--- src/rtl/alu_div_seq_if.sv ---
// Handshake bundle between the EX pipeline (master) and the iterative divider (slave).
interface alu_div_seq_if #(
    parameter int XLEN = 32
);
    logic            in_valid;
    logic            in_ready;
    logic [1:0]      op;
    logic [XLEN-1:0] a;
    logic [XLEN-1:0] b;
    logic            kill;
    logic            out_valid;
    logic            out_ready;
    logic [XLEN-1:0] result;
    logic            busy;

    modport master (
        output in_valid, op, a, b, kill, out_ready,
        input  in_ready, out_valid, result, busy
    );

    modport slave (
        input  in_valid, op, a, b, kill, out_ready,
        output in_ready, out_valid, result, busy
    );
endinterface

--- src/rtl/alu_div_seq.sv ---
// Iterative restoring divider for RV32M DIV/DIVU/REM/REMU, one quotient bit per clock.
// state | meaning
// IDLE  | ready for a new op
// CALC  | shifting/subtracting, XLEN iterations
// DONE  | result held until consumer takes it
module alu_div_seq #(
    parameter int XLEN  = 32,
    parameter int CNT_W = 6
) (
    input  logic          clk,
    input  logic          rst,
    alu_div_seq_if.slave  bus_if
);
    typedef enum logic [1:0] {S_IDLE, S_CALC, S_DONE} state_t;

    state_t            state_q, state_d;
    logic [CNT_W-1:0]  cnt_q, cnt_d;
    logic [XLEN-1:0]   quo_q, quo_d;
    logic [XLEN-1:0]   rem_q, rem_d;
    logic [XLEN-1:0]   div_q, div_d;
    logic [XLEN-1:0]   result_q, result_d;
    logic              rem_sel_q, rem_sel_d;
    logic              neg_quo_q, neg_quo_d;
    logic              neg_rem_q, neg_rem_d;

    logic              accept;
    logic              signed_op;
    logic              a_neg, b_neg;
    logic [XLEN-1:0]   a_abs, b_abs;
    logic              div0, ovf;
    logic [XLEN:0]     rem_sh, diff;
    logic              ge;
    logic [XLEN-1:0]   rem_nx, quo_nx, q_fix, r_fix;

    assign accept    = bus_if.in_valid & bus_if.in_ready & ~bus_if.kill;
    assign signed_op = ~bus_if.op[0];
    assign a_neg     = signed_op & bus_if.a[XLEN-1];
    assign b_neg     = signed_op & bus_if.b[XLEN-1];
    assign a_abs     = a_neg ? -bus_if.a : bus_if.a;
    assign b_abs     = b_neg ? -bus_if.b : bus_if.b;
    assign div0      = (bus_if.b == '0);
    assign ovf       = signed_op & (bus_if.a == {1'b1, {(XLEN-1){1'b0}}}) & (bus_if.b == '1);

    // Borrow out of the XLEN+1-bit subtract decides the quotient bit.
    assign rem_sh = {rem_q, quo_q[XLEN-1]};
    assign diff   = rem_sh - {1'b0, div_q};
    assign ge     = ~diff[XLEN];
    assign rem_nx = ge ? diff[XLEN-1:0] : rem_sh[XLEN-1:0];
    assign quo_nx = {quo_q[XLEN-2:0], ge};
    assign q_fix  = neg_quo_q ? -quo_nx : quo_nx;
    assign r_fix  = neg_rem_q ? -rem_nx : rem_nx;

    always_ff @(posedge clk or posedge rst) begin
        if (rst) begin
            state_q <= S_IDLE;
        end else begin
            state_q <= state_d;
        end
    end

    always_comb begin
        state_d = state_q;
        if (bus_if.kill) begin
            state_d = S_IDLE;
        end else begin
            case (state_q)
                S_IDLE:  if (accept) state_d = (div0 | ovf) ? S_DONE : S_CALC;
                S_CALC:  if (cnt_q == CNT_W'(1)) state_d = S_DONE;
                S_DONE:  if (bus_if.out_ready) state_d = S_IDLE;
                default: state_d = S_IDLE;
            endcase
        end
    end

    always_comb begin
        bus_if.in_ready  = (state_q == S_IDLE) & ~rst;
        bus_if.busy      = (state_q != S_IDLE);
        bus_if.out_valid = (state_q == S_DONE);
        bus_if.result    = result_q;
    end

    always_comb begin
        cnt_d     = cnt_q;
        quo_d     = quo_q;
        rem_d     = rem_q;
        div_d     = div_q;
        result_d  = result_q;
        rem_sel_d = rem_sel_q;
        neg_quo_d = neg_quo_q;
        neg_rem_d = neg_rem_q;
        if (!bus_if.kill) begin
            case (state_q)
                S_IDLE: begin
                    if (accept) begin
                        rem_sel_d = bus_if.op[1];
                        neg_quo_d = a_neg ^ b_neg;
                        neg_rem_d = a_neg;
                        if (div0) begin
                            result_d = bus_if.op[1] ? bus_if.a : '1;
                        end else if (ovf) begin
                            result_d = bus_if.op[1] ? '0 : bus_if.a;
                        end else begin
                            rem_d = '0;
                            quo_d = a_abs;
                            div_d = b_abs;
                            cnt_d = CNT_W'(XLEN);
                        end
                    end
                end
                S_CALC: begin
                    rem_d = rem_nx;
                    quo_d = quo_nx;
                    if (cnt_q != '0) cnt_d = cnt_q - CNT_W'(1);
                    if (cnt_q == CNT_W'(1)) result_d = rem_sel_q ? r_fix : q_fix;
                end
                default: ;
            endcase
        end
    end

    always_ff @(posedge clk or posedge rst) begin
        if (rst) begin
            cnt_q     <= '0;
            quo_q     <= '0;
            rem_q     <= '0;
            div_q     <= '0;
            result_q  <= '0;
            rem_sel_q <= 1'b0;
            neg_quo_q <= 1'b0;
            neg_rem_q <= 1'b0;
        end else begin
            cnt_q     <= cnt_d;
            quo_q     <= quo_d;
            rem_q     <= rem_d;
            div_q     <= div_d;
            result_q  <= result_d;
            rem_sel_q <= rem_sel_d;
            neg_quo_q <= neg_quo_d;
            neg_rem_q <= neg_rem_d;
        end
    end
endmodule
--- src/flat_wrapper.sv ---
// flat-port wrapper written by rule: the top's interface ports become plain ports
module alu_div_seq_flat 
#(
    parameter int XLEN  = 32,
    parameter int CNT_W = 6
)
  (clk, rst, bus_if_in_valid, bus_if_op, bus_if_a, bus_if_b, bus_if_kill, bus_if_out_ready, bus_if_in_ready, bus_if_out_valid, bus_if_result, bus_if_busy);
  alu_div_seq_if #(.XLEN(XLEN)) bus_if_i ();
  input  logic clk;
  input  logic rst;
  input wire logic [$bits(bus_if_i.in_valid)-1:0] bus_if_in_valid;
  input wire logic [$bits(bus_if_i.op)-1:0] bus_if_op;
  input wire logic [$bits(bus_if_i.a)-1:0] bus_if_a;
  input wire logic [$bits(bus_if_i.b)-1:0] bus_if_b;
  input wire logic [$bits(bus_if_i.kill)-1:0] bus_if_kill;
  input wire logic [$bits(bus_if_i.out_ready)-1:0] bus_if_out_ready;
  output wire logic [$bits(bus_if_i.in_ready)-1:0] bus_if_in_ready;
  output wire logic [$bits(bus_if_i.out_valid)-1:0] bus_if_out_valid;
  output wire logic [$bits(bus_if_i.result)-1:0] bus_if_result;
  output wire logic [$bits(bus_if_i.busy)-1:0] bus_if_busy;
  assign bus_if_i.in_valid = bus_if_in_valid;
  assign bus_if_i.op = bus_if_op;
  assign bus_if_i.a = bus_if_a;
  assign bus_if_i.b = bus_if_b;
  assign bus_if_i.kill = bus_if_kill;
  assign bus_if_i.out_ready = bus_if_out_ready;
  assign bus_if_in_ready = bus_if_i.in_ready;
  assign bus_if_out_valid = bus_if_i.out_valid;
  assign bus_if_result = bus_if_i.result;
  assign bus_if_busy = bus_if_i.busy;
  alu_div_seq #(.XLEN(XLEN), .CNT_W(CNT_W)) u_core (.clk(clk), .rst(rst), .bus_if(bus_if_i));
endmodule
--- config.mk ---
export PLATFORM = sky130hd
export DESIGN_NAME = alu_div_seq_flat
export DESIGN_NICKNAME = d
export VERILOG_FILES = /design/src/rtl/alu_div_seq_if.sv /design/src/rtl/alu_div_seq.sv /design/src/flat_wrapper.sv
export SDC_FILE = /design/constraint.sdc
export NUM_CORES = 1
export LEC_CHECK = 0
export CORE_MARGIN = 8
export CORE_UTILIZATION = 65
export DETAILED_ROUTE_END_ITERATION = 8
export DONT_BUFFER_PORTS = 1
export MAX_ROUTING_LAYER = met4
export PLACE_DENSITY_LB_ADDON = 0.3
export SYNTH_ARGS = -nofsm -noshare
export SYNTH_HDL_FRONTEND = slang
export SYNTH_SLANG_ARGS = --single-unit
--- constraint.sdc ---
create_clock -name clk -period 5.6 [get_ports clk]
set_clock_uncertainty 0.05 [all_clocks]
set_input_delay 0.56 -clock clk [delete_from_list [all_inputs] [get_ports clk]]
set_output_delay 0.56 -clock clk [all_outputs]
set_load 0.005 [all_outputs]
==> impl_metrics.csv <==
group,metric,value,unit
timing,worstMarginPinSlew,1370,ps
worst_setup_path,critPathMaxFanout,12,
worst_setup_path,arrival,5310,ps
cts,cts.sinks,139,
cts,root_buffer,"clkbuf_16",
cts,worstSkewPairLatency,440,ps
timing,finalCritPeriodShare,0.893,
global_route,grt_pass1_vias,11400,
detailed_routing,wl_per_cell,21.9,um
cts,cts_buffers,17,
synthesis,synth_top_flop_cell,"dfrtp_1",
power_and_ir_drop,power_switching_share,0.438,
timing,fmax,0.200,GHz
worst_setup_path,path_cells,"ha_1, nand4_4, nor4_4, o211ai_2, nand2_1, o21a_1, nor2_4, inv_2, ha_1, nand2_1, or3_1, or2_1, nand2b_1, o21ai_0, xnor2_1, nor2_1, a211oi_1, a21oi_1, a31oi_1",
timing,max_slew_margin,0.0895,
timing,slew_violations,0,
cells_and_area,diodes,0,
cells_and_area,multi_input_area,0.00809,sq mm
cts,cts_hold_buf,0,
cts,clockBufferDepth,2,
global_route,grt_pass1_wl,62400,um
power_and_ir_drop,internal_power,2.55,mW
timing,finalSetupTns,0,ps
cells_and_area,final.fill_count,1556,
synthesis,synth-async-reset-ratio,1.00,
power_and_ir_drop,switching_power,1.99,mW
detailed_routing,drc,0,
placed_design,portBuffers,0,
synthesis,synth.cell_area,0.0122,sq mm
synthesis,yosysMostFrequentCell,"nand2_1",
synthesis,ys_seq_area_frac,0.286,
synthesis,synth-warning-count,0,
synthesis,synth-seq-cells,139,
worst_setup_path,crit_family,"simple AND/OR/NAND/NOR gates",
cts,clkTransAtPathRegs,70,ps
floorplanning,die-area,0.0234,sq mm
cells_and_area,fin_nets,1650,
cts,cts_tree,"built",
power_and_ir_drop,pwr-share-comb,0.406,
floorplanning,num_rows,50,
worst_setup_path,reg2reg_depth,19,
global_route,grt_usage,0.339,
worst_setup_path,path_class,"flip-flop to flip-flop",
min_path,hold_path_class,"primary input to async pin",
power_and_ir_drop,seqPwrFrac,0.344,
worst_setup_path,worstPathRequired,5910,ps
placed_design,place_congestion,0.994,
power_and_ir_drop,finalPower,4.53,mW
detailed_routing,first_pass_iters,6,
floorplanning,initial_utilization,0.656,
worst_setup_path,crit_slowest_cell,"ha_1",
cells_and_area,regArea,0.00348,sq mm
detailed_routing,first_iter_violations,1539,
timing,finalHoldViolations,0,
detailed_routing,wl,39100,um
synthesis,synthTopCellsByCount,"nand2_1, o21ai_0, a21oi_1, nor2_1, dfrtp_1",
power_and_ir_drop,p_leak,5.13,nW
worst_setup_path,max_stage_delay,560,ps
placed_design,dp_hpwl,29000,um
cts,cts_setup_buffers,0,
worst_setup_path,cp.depth,19,
synthesis,yosys.area.top_type,"dfrtp_1",
power_and_ir_drop,clkPwrFrac,0.250,
power_and_ir_drop,power.density,355,mW/mm^2
synthesis,syn_nets,1708,
synthesis,synth_top_area_share,0.286,
synthesis,synth_edf_count,0,
run_status,status,"complete, no violations",
floorplanning,core_area,0.0186,sq mm
cts,ctsHtreeMaxLevel,4,
cts,ctsResizeCount,0,
synthesis,postSynthCellCount,1597,
worst_setup_path,critPathCaptureType,"flip-flop",
worst_setup_path,crit_buf_inv,1,
worst_setup_path,cp-start-kind,"flip-flop",
floorplanning,io_pins,106,
floorplanning,die_h,153,um
detailed_routing,viasPerCell,6.91,
global_route,antenna_found_initial,0,
synthesis,yosys.cell_types.count,85,
cells_and_area,area_delta_synth_final,4.96,%
flow_run,maxCapViolCount,0,
timing,setup_viol,0,
global_route,grt_max_degree,79,
detailed_routing,detail-route-antenna-nets,0,
cells_and_area,drive_gt1_frac,0.0586,
synthesis,avgSynthCellArea,7.63,sq um
global_route,overflow,0,
power_and_ir_drop,vdd_drop_max,0.312,mV
synthesis,yosys-top-cells-area,"dfrtp_1, o21ai_0, a21oi_1",
floorplanning,die_w,153,um
detailed_routing,vias,12300,
timing,min_period,5000,ps
timing,rsz0062_at_grt,"no",
==> kinds of logic (layout without fill, tap and decap cells) <==
kind of cell,count (synthesis),in the layout,synth area share
flops,139,139,0.286
buf+inv,156,111,0.0527
simple gates,546,546,0.219
fa+ha+maj,43,43,0.0442
mux,24,24,0.0202
xor+xnor,131,131,0.0942
compound gates,558,558,0.285
==> flip-flops by register name (all words and copies together) (netlist names) <==
signal                cells
u_core.bus_if.result     32
u_core.div_q             32
u_core.quo_q             32
u_core.rem_q             32
u_core.cnt_q              6
u_core.state_q            2
u_core.neg_quo_q          1
u_core.neg_rem_q          1
u_core.rem_sel_q          1
==> area by class of cell <==
| class | instances | share of cell area |
|---|---|---|
| Tap cell | 234 | 0.0229 |
| Timing Repair Buffer | 17 | 0.00998 |
| Clock inverter | 14 | 0.0107 |
| Clock buffer | 18 | 0.0336 |
| Inverter | 62 | 0.0186 |
| Multi-Input combinational cell | 1302 | 0.632 |
| Sequential cell | 139 | 0.272 |
==> routing by layer <==
metal,wire (um),up-vias,global-route usage
li1,-,5683,-
met1,16300,5831,0.440
met2,17500,722,0.517
met3,3930,100,0.0713
met4,1390,0,0.121
met5,0,-,-
==> power by group through the flow <==
stage,Combinational [mW],Sequential [mW],Clock (mW)
2_1_floorplan,1.42,1.45,0
3_3_place_gp,1.75,1.55,0
3_5_place_dp,1.77,1.56,0
4_1_cts,1.80,1.55,1.13
5_1_grt,2.03,1.59,1.16
6_report,1.84,1.56,1.13
==> stage by stage <==
stage               hold WS, ps  cells  area, sq um   util  worst slack [ps]
finish                     43.8   1786        12800  0.688               596
global placement            449   1754        12200  0.658               902
global route                109   1786        12800  0.688               235
detailed placement          456   1754        12200  0.658               757
CTS                        78.5   1786        12800  0.688               724
floorplan                   414   1597        12200      -               737
==> cells in the final DEF (no fill, tap or decap), types with 6 or more instances in the layout <==
| master | n |
|---|---|
| nand2_1 | 185 |
| o21ai_0 | 180 |
| a21oi_1 | 153 |
| nor2_1 | 149 |
| dfrtp_1 | 139 |
| xor2_1 | 78 |
| inv_1 | 60 |
| xnor2_1 | 53 |
| ha_1 | 39 |
| nand3_1 | 30 |
| o31ai_1 | 29 |
| nor3_1 | 22 |
| or3_1 | 21 |
| o41ai_1 | 20 |
| nand4_1 | 19 |
| a31oi_1 | 19 |
| nand2b_1 | 19 |
| mux2i_1 | 19 |
| nor4_1 | 18 |
| or4_1 | 18 |
| a211oi_1 | 17 |
| clkbuf_16 | 17 |
| buf_4 | 17 |
| o211ai_1 | 16 |
| o21ai_1 | 15 |
| a21o_1 | 13 |
| and3_1 | 11 |
| and2_1 | 8 |
| o21a_1 | 8 |
| a221oi_1 | 8 |
| o22ai_1 | 7 |
| or2_2 | 6 |
| a22oi_1 | 6 |
| o221ai_1 | 6 |
| inv_6 | 6 |
==> path summary, 6_finish.rpt <==
path / slack, ps / start / endpoint
min: 40 / rst / u_core.neg_quo_q
max reg2reg: 600 / u_core.rem_q[12] / u_core.bus_if.result[30]
max: 600 / u_core.rem_q[12] / u_core.bus_if.result[30]
min reg2reg: 460 / u_core.bus_if.result[8] / u_core.bus_if.result[8]
max in group asynchronous: 4080 / rst / u_core.bus_if.result[3]
min in group clk: 150 / bus_if_op[0] / u_core.neg_quo_q
Power figures use the tool's default switching activity.
